$ cat src/rtl/pipeline_sequencer_if.sv
// Hazard/redirect request and stage-control bundle for pipeline_sequencer.
// slave = the sequencer, master = the pipeline that raises requests and consumes enables.
interface pipeline_sequencer_if;
  logic        exeRedirect;
  logic [31:0] exeTarget;
  logic        decRedirect;
  logic [31:0] decTarget;
  logic        loadUse;
  logic        memBusy;
  logic        enIF;
  logic        enDEC;
  logic        enEXE;
  logic        flushDEC;
  logic        flushEXE;
  logic [1:0]  pcSel;
  logic [31:0] pcNext;
  logic        stallErr;
  logic [31:0] stallCount;
  logic [31:0] flushCount;

  modport master (
    output exeRedirect, exeTarget, decRedirect, decTarget, loadUse, memBusy,
    input  enIF, enDEC, enEXE, flushDEC, flushEXE, pcSel, pcNext,
           stallErr, stallCount, flushCount
  );

  modport slave (
    input  exeRedirect, exeTarget, decRedirect, decTarget, loadUse, memBusy,
    output enIF, enDEC, enEXE, flushDEC, flushEXE, pcSel, pcNext,
           stallErr, stallCount, flushCount
  );
endinterface

$ cat src/rtl/pipeline_sequencer.sv
// Pipeline hazard/redirect sequencer: stage enables, flushes and PC select.
// Optional PIPE_PERF_COUNTERS_EN adds 32-bit stall/flush performance counters.
module pipeline_sequencer #(
  parameter int unsigned STALL_LIMIT = 256
) (
  input  logic                 Clock,
  input  logic                 Reset,
  pipeline_sequencer_if.slave  bus
);

  typedef enum logic [1:0] {RUN, MEM_WAIT, SHADOW} state_t;

  state_t      state, state_nx;
  logic        pend_valid;
  logic [31:0] pend_target;
  logic [15:0] busy_cnt;
  logic [16:0] busy_inc;
  logic        stall_err;
  logic        exe_take;
  logic [31:0] exe_tgt;

  // A fresh EXE redirect overrides one parked during a memory stall.
  assign exe_take = bus.exeRedirect | pend_valid;
  assign exe_tgt  = bus.exeRedirect ? bus.exeTarget : pend_target;
  assign busy_inc = {1'b0, busy_cnt} + 17'd1;

  always_ff @(posedge Clock or posedge Reset) begin
    if (Reset) state <= RUN;
    else       state <= state_nx;
  end

  always_ff @(posedge Clock or posedge Reset) begin
    if (Reset) begin
      pend_valid  <= 1'b0;
      pend_target <= '0;
    end else if (bus.memBusy) begin
      if (bus.exeRedirect) begin
        pend_valid  <= 1'b1;
        pend_target <= bus.exeTarget;
      end
    end else begin
      pend_valid <= 1'b0;
    end
  end

  always_ff @(posedge Clock or posedge Reset) begin
    if (Reset) begin
      busy_cnt  <= '0;
      stall_err <= 1'b0;
    end else if (bus.memBusy) begin
      if (busy_cnt != '1) busy_cnt <= busy_inc[15:0];
      if (32'(busy_inc) >= STALL_LIMIT) stall_err <= 1'b1;
    end else begin
      busy_cnt <= '0;
    end
  end

  always_comb begin
    state_nx     = RUN;
    bus.enIF     = 1'b1;
    bus.enDEC    = 1'b1;
    bus.enEXE    = 1'b1;
    bus.flushDEC = 1'b0;
    bus.flushEXE = 1'b0;
    bus.pcSel    = 2'd0;
    bus.pcNext   = '0;
    if (Reset) begin
      bus.enIF     = 1'b0;
      bus.enDEC    = 1'b0;
      bus.enEXE    = 1'b0;
      bus.flushDEC = 1'b1;
      bus.flushEXE = 1'b1;
    end else if (bus.memBusy) begin
      bus.enIF  = 1'b0;
      bus.enDEC = 1'b0;
      bus.enEXE = 1'b0;
      state_nx  = MEM_WAIT;
    end else if (exe_take) begin
      bus.pcSel    = 2'd2;
      bus.pcNext   = exe_tgt;
      bus.flushDEC = 1'b1;
      bus.flushEXE = 1'b1;
      state_nx     = SHADOW;
    end else if (state != SHADOW && bus.decRedirect) begin
      bus.pcSel    = 2'd1;
      bus.pcNext   = bus.decTarget;
      bus.flushDEC = 1'b1;
    end else if (state != SHADOW && bus.loadUse) begin
      bus.enIF     = 1'b0;
      bus.enDEC    = 1'b0;
      bus.flushEXE = 1'b1;
    end
  end

  assign bus.stallErr = stall_err;

`ifdef PIPE_PERF_COUNTERS_EN
  logic [31:0] stall_q, flush_q;

  always_ff @(posedge Clock or posedge Reset) begin
    if (Reset) begin
      stall_q <= '0;
      flush_q <= '0;
    end else begin
      if (!(bus.enIF & bus.enDEC & bus.enEXE)) stall_q <= stall_q + 32'd1;
      if (bus.flushDEC | bus.flushEXE)         flush_q <= flush_q + 32'd1;
    end
  end

  assign bus.stallCount = stall_q;
  assign bus.flushCount = flush_q;
`else
  assign bus.stallCount = '0;
  assign bus.flushCount = '0;
`endif

endmodule
$ cat src/flat_wrapper.sv
// flat-port wrapper written by rule: the top's interface ports become plain ports
module pipeline_sequencer_flat 
#(
  parameter int unsigned STALL_LIMIT = 256
)
  (Clock, Reset, bus_exeRedirect, bus_exeTarget, bus_decRedirect, bus_decTarget, bus_loadUse, bus_memBusy, bus_enIF, bus_enDEC, bus_enEXE, bus_flushDEC, bus_flushEXE, bus_pcSel, bus_pcNext, bus_stallErr, bus_stallCount, bus_flushCount);
  pipeline_sequencer_if bus_i ();
  input  logic Clock;
  input  logic Reset;
  input wire logic [$bits(bus_i.exeRedirect)-1:0] bus_exeRedirect;
  input wire logic [$bits(bus_i.exeTarget)-1:0] bus_exeTarget;
  input wire logic [$bits(bus_i.decRedirect)-1:0] bus_decRedirect;
  input wire logic [$bits(bus_i.decTarget)-1:0] bus_decTarget;
  input wire logic [$bits(bus_i.loadUse)-1:0] bus_loadUse;
  input wire logic [$bits(bus_i.memBusy)-1:0] bus_memBusy;
  output wire logic [$bits(bus_i.enIF)-1:0] bus_enIF;
  output wire logic [$bits(bus_i.enDEC)-1:0] bus_enDEC;
  output wire logic [$bits(bus_i.enEXE)-1:0] bus_enEXE;
  output wire logic [$bits(bus_i.flushDEC)-1:0] bus_flushDEC;
  output wire logic [$bits(bus_i.flushEXE)-1:0] bus_flushEXE;
  output wire logic [$bits(bus_i.pcSel)-1:0] bus_pcSel;
  output wire logic [$bits(bus_i.pcNext)-1:0] bus_pcNext;
  output wire logic [$bits(bus_i.stallErr)-1:0] bus_stallErr;
  output wire logic [$bits(bus_i.stallCount)-1:0] bus_stallCount;
  output wire logic [$bits(bus_i.flushCount)-1:0] bus_flushCount;
  assign bus_i.exeRedirect = bus_exeRedirect;
  assign bus_i.exeTarget = bus_exeTarget;
  assign bus_i.decRedirect = bus_decRedirect;
  assign bus_i.decTarget = bus_decTarget;
  assign bus_i.loadUse = bus_loadUse;
  assign bus_i.memBusy = bus_memBusy;
  assign bus_enIF = bus_i.enIF;
  assign bus_enDEC = bus_i.enDEC;
  assign bus_enEXE = bus_i.enEXE;
  assign bus_flushDEC = bus_i.flushDEC;
  assign bus_flushEXE = bus_i.flushEXE;
  assign bus_pcSel = bus_i.pcSel;
  assign bus_pcNext = bus_i.pcNext;
  assign bus_stallErr = bus_i.stallErr;
  assign bus_stallCount = bus_i.stallCount;
  assign bus_flushCount = bus_i.flushCount;
  pipeline_sequencer #(.STALL_LIMIT(STALL_LIMIT)) u_core (.Clock(Clock), .Reset(Reset), .bus(bus_i));
endmodule
$ cat config.mk
export PLATFORM = sky130hd
export DESIGN_NAME = pipeline_sequencer_flat
export DESIGN_NICKNAME = d
export VERILOG_FILES = /design/src/rtl/pipeline_sequencer_if.sv /design/src/rtl/pipeline_sequencer.sv /design/src/flat_wrapper.sv
export SDC_FILE = /design/constraint.sdc
export NUM_CORES = 1
export LEC_CHECK = 0
export CORE_AREA = 2 2 75 149
export CTS_BUF_LIST = sky130_fd_sc_hd__clkbuf_16
export DETAILED_ROUTE_END_ITERATION = 8
export DIE_AREA = 0 0 77 151
export MAX_ROUTING_LAYER = met4
export PLACE_DENSITY_LB_ADDON = 0.15
export REMOVE_ABC_BUFFERS = 1
export SYNTH_ARGS = -nofsm -noshare
export SYNTH_HDL_FRONTEND = slang
export SYNTH_SLANG_ARGS = --single-unit
$ cat constraint.sdc
create_clock -name Clock -period 3.4 [get_ports Clock]
set_input_delay 0.34 -clock Clock [delete_from_list [all_inputs] [get_ports Clock]]
set_output_delay 0.34 -clock Clock [all_outputs]
set_load 0.01 [all_outputs]
# Yosys cells after proc, flatten, opt, wreduce, memory -nomap -nowiden
# Index checks and enable logic that the tools add are counted.
word_totals:
  wordCells: 47
  out_inout_bits: 104
  regBits: 52
  inputBits: 70
classes:
  add_sub_neg: 1
  mux: 32
  order_cmp: 1
  bitwise_logic: 1
  n_eq_ne: 4
  n_reduce_logical: 3
ops:
  columns: ["cell", "n"]
  rows:
  - ["$mux 32", 5]
  - ["$mux 16", 2]
  - ["$mux 1", 19]
  - ["$add 16x1->17 const B", 1]
  - ["$ge 17x9->1 const B", 1]
  - ["$ne 16x16->1 const B", 1]
  - ["$mux 2", 6]
  - ["$ne 2x2->1 const B", 2]
  - ["$logic_and 1x1->1", 2]
  - ["$ne 2x1->1 const B", 1]
  - ["$reduce_and 2->1", 1]
  - ["$or 1x1->1", 1]

# Depth between registers and ports, before layout
# Gate-level depths: netlist (run 1).
logic_depth:
  word_depth: 7
  mapped_depth: 8
  mapped_depth_nobuf: 6

# Worst setup path before layout (run 1)
# OpenSTA, ideal clock, no wires.
synth_path:
  path_kind: "in2out"
  startpoint: "input Reset"
  endpoint: "output bus_flushEXE"
  stages: 2
  slack_ps: 1179
  arrival_ps: 1881
  path_buffers: 0
  required_ps: 3060
  cell_sequence: "inv_1 > o21ai_0"
synth_via:
  elab_chain_cells: 1
synth_lines:
  columns: ["element", "line", "source"]
  rows:
  - ["start, declared", "flat_wrapper.sv:9", "input logic Reset;"]
  - ["$mux 1", "pipeline_sequencer.sv:67", "if (Reset) begin"]
  - ["end, declared", "flat_wrapper.sv:20", "output wire logic [$bits(bus_i.flushEXE)-1:0] bus_flushEXE;"]
# No other way between the ends.

# Worst setup path after layout (run 1)
layout_path:
  startpoint: "register u_core.pend_valid"
  endpoint: "output bus_pcNext[4]"
layout_via:
  elab_chain_cells: 4
layout_lines:
  columns: ["element", "line", "source"]
  rows:
  - ["start, declared", "pipeline_sequencer.sv:14", "logic pend_valid;"]
  - ["start signal, assigned", "pipeline_sequencer.sv:34", "pend_valid <= 1'b0;"]
  - ["start signal, assigned", "pipeline_sequencer.sv:38", "pend_valid <= 1'b1;"]
  - ["start signal, assigned", "pipeline_sequencer.sv:42", "pend_valid <= 1'b0;"]
  - ["$or 1x1->1", "pipeline_sequencer.sv:23", "assign exe_take = bus.exeRedirect | pend_valid;"]
  - ["$mux 32", "pipeline_sequencer.sv:78", "end else if (exe_take) begin"]
  - ["$mux 32", "pipeline_sequencer.sv:73", "end else if (bus.memBusy) begin"]
  - ["$mux 32", "pipeline_sequencer.sv:67", null]
  - ["end, declared", "flat_wrapper.sv:22", "output wire logic [$bits(bus_i.pcNext)-1:0] bus_pcNext;"]
# No other way between the ends.

==> results of run 1 <==
==> stage by stage <==
stage | power, mW | instance area, µm² | hold WS [ns] | utilization, %
after detailed placement | 1.08 | 4530 | 0.491 | 43.3
after global placement | 1.08 | 4530 | 0.486 | 43.3
final | 1.55 | 4670 | 0.306 | 44.6
after global routing | 1.64 | 4670 | 0.311 | 44.6
after floorplan | 0.889 | 3230 | 0.406 | -
after CTS | 1.57 | 4670 | 0.314 | 44.6
==> critical path, stage by stage (launching register included) <==
cell and delay (ns):
dfrtp_1 0.41, o21ai_2 0.89, o21ai_0 0.25, clkdlybuf4s50_1 0.53
==> registers in the layout, summed over array words and instances (netlist names) <==
signal,cells
u_core.pend_target,32
u_core.busy_cnt,16
u_core.state,2
u_core.bus.stallErr,1
u_core.pend_valid,1
==> path summary, 6_finish.rpt <==
kind / endpoint / depth (start not counted)
setup / recovery: bus_pcNext[4] / 3
hold / removal: u_core.pend_target[31] / 2
setup reg to reg: u_core.bus.stallErr / 6
hold reg to reg: u_core.pend_target[14] / 1
max in group asynchronous: u_core.pend_target[2] / 3
min in group Clock: u_core.pend_valid / 3
==> power breakdown <==
group          switching, mW  leakage (nW)  internal (mW)  total (mW)
logic                  0.159          1.32          0.197       0.356
clock network          0.218        0.0738          0.265       0.483
registers             0.0278         0.649          0.679       0.707
==> logic make-up (layout without fill, tap and decap cells) <==
logic type | Yosys count | count (layout) | synth area share [%]
xor+xnor | 11 | 11 | 2.67
other cells | 1 | 64 | 0.104
mux | 65 | 65 | 19.1
simple gates | 90 | 90 | 13.1
flops | 52 | 52 | 36.0
fa+ha+maj | 1 | 1 | 0.347
buf+inv | 94 | 128 | 17.6
compound gates | 60 | 60 | 11.0
==> placed cells by master (no fill, tap or decap), types with 2 or more instances in the layout <==
cell type,instances
a21boi_1,3
nor2b_1,3
a31o_2,3
mux2i_1,33
xor2_1,5
a211oi_1,2
conb_1,64
buf_4,5
xnor2_1,6
nand3b_1,2
o21ai_0,36
o211a_1,2
a21boi_0,3
clkbuf_16,5
and3_1,4
nand3_1,6
and2_1,8
a21oi_1,2
mux2_2,32
nand2_1,48
inv_1,7
nor4_2,2
nor3_1,3
dfrtp_1,52
nor2_1,5
clkdlybuf4s50_1,108
==> final cells by class <==
class                           instances  area [µm²]  share of cell area, %
Clock inverter                          3        11.3                  0.241
Inverter                                6        22.5                  0.482
Multi-Input combinational cell        291        1920                   41.0
Sequential cell                        52        1300                   27.9
Tap cell                              137         171                   3.67
Clock buffer                            5         125                   2.68
Timing Repair Buffer                  114        1120                   24.1
==> metal layers <==
metal | vias to the layer above | part of all wire (%) | GRT usage [%]
li1 | 1336 | - | -
met1 | 1271 | 34 | 15.7
met2 | 133 | 59 | 32.0
met3 | 12 | 5.8 | 2.98
met4 | 0 | 1.9 | 5.98
met5 | - | 0 | -
==> results.toml, run 1 <==
[cts]
cts_hold_buffers = 0
cts_resized = 0
cts_made_buffers = 5
clk_pin_slew_worst_paths_ns = 0.07
htreeDepth = 2
cts-root-buf = "clkbuf_16"
clock_sinks = 52
clockBufferDepth = 2
cts_setup_buffers = 0
clk_latency_ns = 0.29
cts_tree = "yes"

[setup_path]
cp.required_ns = 3.06
end_kind = "primary output"
cp_max_fo = 33
critPathArrivalTime_ns = 2.39
cp-start-kind = "flip-flop"
path_class = "flip-flop to primary output"
r2r_slack_ns = 1.27
r2r_start = "u_core.busy_cnt[0]"
crit_path_start = "u_core.pend_valid"

[drt]
wirelength_mm = 9.07
via_count = 2752
drt_first_iter_violations = 113
wire_per_inst_um = 14.9
ant_nets = 0
vias_per_cell = 4.53
drcViolationCount = 0
dr.pass1.iters = 4

[layout]
n_fill_cell = 1019
finalNonFillerCells = 608
diodes = 0
drive_gt1_share_pct = 12.3
nets = 541
area_delta_synth_final_pct = 29.4

[timing]
finalCriticalPeriod_ns = 2.73
timing.final.ws_setup_ns = 0.673
fmax_mhz = 367
rsz0062_at_grt = "false"
hold_viol = 0
setup_violations = 0
finalClockSkew_ns = 0.00265
finalMaxSlewViolations = 0
finalCritPeriodShare_pct = 80.2
slew_headroom_pct = 24.0
tns_ns = 0
tightest_slew_ns = 1.14

[pwr]
ir_drop_mv = 0.220
p_leak_nw = 2.04
powerDensity_nw_per_um2 = 331

[logic_synthesis]
synth-seq-area-share_pct = 36.0
synth_edf_count = 0
synth.largest_area_cell = "dfrtp_1"
synthesis.area_um2 = 3610
synth.most_common_cell = "buf_4"
synth-seq-cells = 52
synth.distinct_cells = 45
synthTopCellsByArea = "dfrtp_1, buf_4, mux2_2"
avgSynthCellArea_um2 = 9.65
synth_common_cells = "buf_4, dfrtp_1, nand2_1"
async_reset_ff_share_pct = 100
yosysWarnings = 0
synth_top_area_share_pct = 36.0
synthesis.instances = 374
ys.flop_type = "dfrtp_1"

[placed_design]
port_buffers = 109
post-place-ws_ns = 0.652
placedCellCount = 600
place_hpwl_mm = 6.91
gp_congestion = 0.835

[grt]
antenna_found_initial = 0
grtUsageTotal_pct = 16.3
grt_pass1_vias = 2596
grt_max_degree = 51
grt_pass1_wl_mm = 14.2
grt_overflow = 0

[floorplan]
initial_core_util_pct = 34.5
fp.dieArea_um2 = 11600
coreArea_um2 = 10500
die_y_um = 151
num_rows = 53
io_pins = 174
die_w_um = 77

[min_path]
hold_class = "input port to asynchronous set/reset pin"

[run]
maxCapViolCount = 0

[run_status]
status = "complete, no violations"
Note: power is estimated with default switching activity, not from simulation.
==> run 2, diff against run 1 <==
==> constraint.sdc (replaced) <==
create_clock -name Clock -period 2.55 [get_ports Clock]
set_input_delay 0.255 -clock Clock [delete_from_list [all_inputs] [get_ports Clock]]
set_output_delay 0.255 -clock Clock [all_outputs]
set_load 0.01 [all_outputs]
==> results.toml, run 2 (synthesis results as in run 1) <==
[run_status]
status = "complete, no violations"

[cts]
cts_resized = 0
clockBufferDepth = 2
htreeDepth = 2
clk_latency_ns = 0.29
clk_pin_slew_worst_paths_ns = 0.07
cts-root-buf = "clkbuf_16"
clock_sinks = 52
cts_setup_buffers = 0
cts_hold_buffers = 0
cts_tree = "yes"
cts_made_buffers = 5

[grt]
use_met1_pct = 14.9
use_met2_pct = 31.3
antenna_found_initial = 2
grtUsageTotal_pct = 16.3
grt_overflow = 0
grt_max_degree = 53
grt-busiest-layer = "met2"
grt_util_met3_pct = 3.04
grt_pass1_vias = 2689
grt_pass1_wl_mm = 14.2

[timing]
tns_ns = 0
rsz0062_at_grt = "false"
timing.final.ws_setup_ns = 0.194
tightest_slew_ns = 0.681
setup_violations = 0
holdWs_ns = 0.352
finalMaxSlewViolations = 0
hold_viol = 0
finalCritPeriodShare_pct = 92.4
slew_headroom_pct = 54.6
finalCriticalPeriod_ns = 2.36
fmax_mhz = 424
finalClockSkew_ns = 0.00381

[drt]
drt_first_iter_violations = 65
vias_per_cell = 4.60
dr.pass1.iters = 4
via_count = 2813
wirelength_mm = 9.20
wire_per_inst_um = 15.0
ant_nets = 0
drcViolationCount = 0

[setup_path]
path_class = "flip-flop to primary output"
cp-start-kind = "flip-flop"
cp.required_ns = 2.30
cp_max_fo = 33
path_cells = "nor2_1 > nand2_1 > nor2_2 > buf_12 > nand2_1 > o21ai_0 > clkdlybuf4s50_1"
critPathArrivalTime_ns = 2.10
crit_path_start = "u_core.pend_valid"
r2r_start = "u_core.busy_cnt[0]"
end_kind = "primary output"
cp_common_cell = "nand2_1"
crit_slowest_cell = "clkdlybuf4s50_1"
max_stage_delay_ns = 0.58

[layout]
mostFrequentLayoutCells = "clkdlybuf4s50_1, conb_1, dfrtp_1, nand2_1, o21ai_0"
area_delta_synth_final_pct = 33.5
reg.largest.list = "u_core.pend_target x32, u_core.busy_cnt x16, u_core.state x2"
n_fill_cell = 1025
top_register = "u_core.pend_target"
nets = 543
largest_reg_flops = 32
drive_gt1_share_pct = 13.3
finalNonFillerCells = 612
fin_area_um2 = 4820
final_common_cell = "clkdlybuf4s50_1"

[floorplan]
fp.dieArea_um2 = 11600
coreArea_um2 = 10500
die_w_um = 77
io_pins = 174
initial_core_util_pct = 34.5
die_y_um = 151
num_rows = 53

[placed_design]
placedCellCount = 602
post-place-ws_ns = 0.144
port_buffers = 109
gp_congestion = 0.829
place_hpwl_mm = 6.97
dpl_cell_area_um2 = 4600

[min_path]
worstHoldStart = "bus_exeRedirect"
hold_class = "input port to flip-flop"

[pwr]
powerDensity_nw_per_um2 = 500
ir_drop_mv = 0.477
p_leak_nw = 2.10

[run]
maxCapViolCount = 0
## run 2: changes by cell type in the layout (fill, tap and decap cells not counted), sizes merged
cell / before / now
inv: 8 / 6
clkinv: 1 / 0
diode: 0 / 2
buf: 6 / 8
bufinv: 0 / 3
## run 2: layout make-up
cell class	count	area, µm²	share of cell area [%]
clock buffer	5	125	2.60
multi-input combinational	291	1920	39.7
sequential	52	1300	27.0
timing repair buffer	116	1190	24.7
inverter	6	22.5	0.467
clock inverter	3	90.1	1.87
tap	137	171	3.56
antenna	2	5.00	0.104
## run 2: critical path, delay by kind of cell, from the launching register on
family	cells	cell delay, ns
buf+inv	2	0.78
simple gates	4	0.52
flops	1	0.41
compound gates	1	0.09
## run 2: report_power, final
part / leakage (nW) / switching [mW] / internal, mW / total [mW]
Clock: 0.104 / 0.317 / 0.662 / 0.979
Combinational: 1.34 / 0.214 / 0.272 / 0.487
Sequential: 0.649 / 0.0394 / 0.905 / 0.945
## run 2: path summary, 6_finish.rpt
check / endpoint / slack (ns) / depth (start not counted)
worst min register to register: u_core.pend_target[15] / 0.51 / 1
min in group asynchronous: u_core.busy_cnt[2] / 0.59 / 3
max in group asynchronous: u_core.pend_target[21] / 1.50 / 3
worst max-delay path: bus_pcNext[18] / 0.19 / 7
worst max register to register: u_core.bus.stallErr / 0.41 / 6
worst min-delay path: u_core.pend_valid / 0.35 / 3
## run 2: per-stage QoR
step / power [mW] / utilization [%]
finish: 2.41 / 46.0
detailed placement: 1.46 / 43.9
global placement: 1.45 / 43.9
CTS: 2.44 / 46.0
floorplan: 1.18 / -
global route: 2.52 / 46.0
## run 2: metal layers
metal	vias to the layer above	share of wire (%)
met4	0	3.1
met2	132	58
li1	1346	-
met3	19	5.8
met5	-	0
met1	1316	33
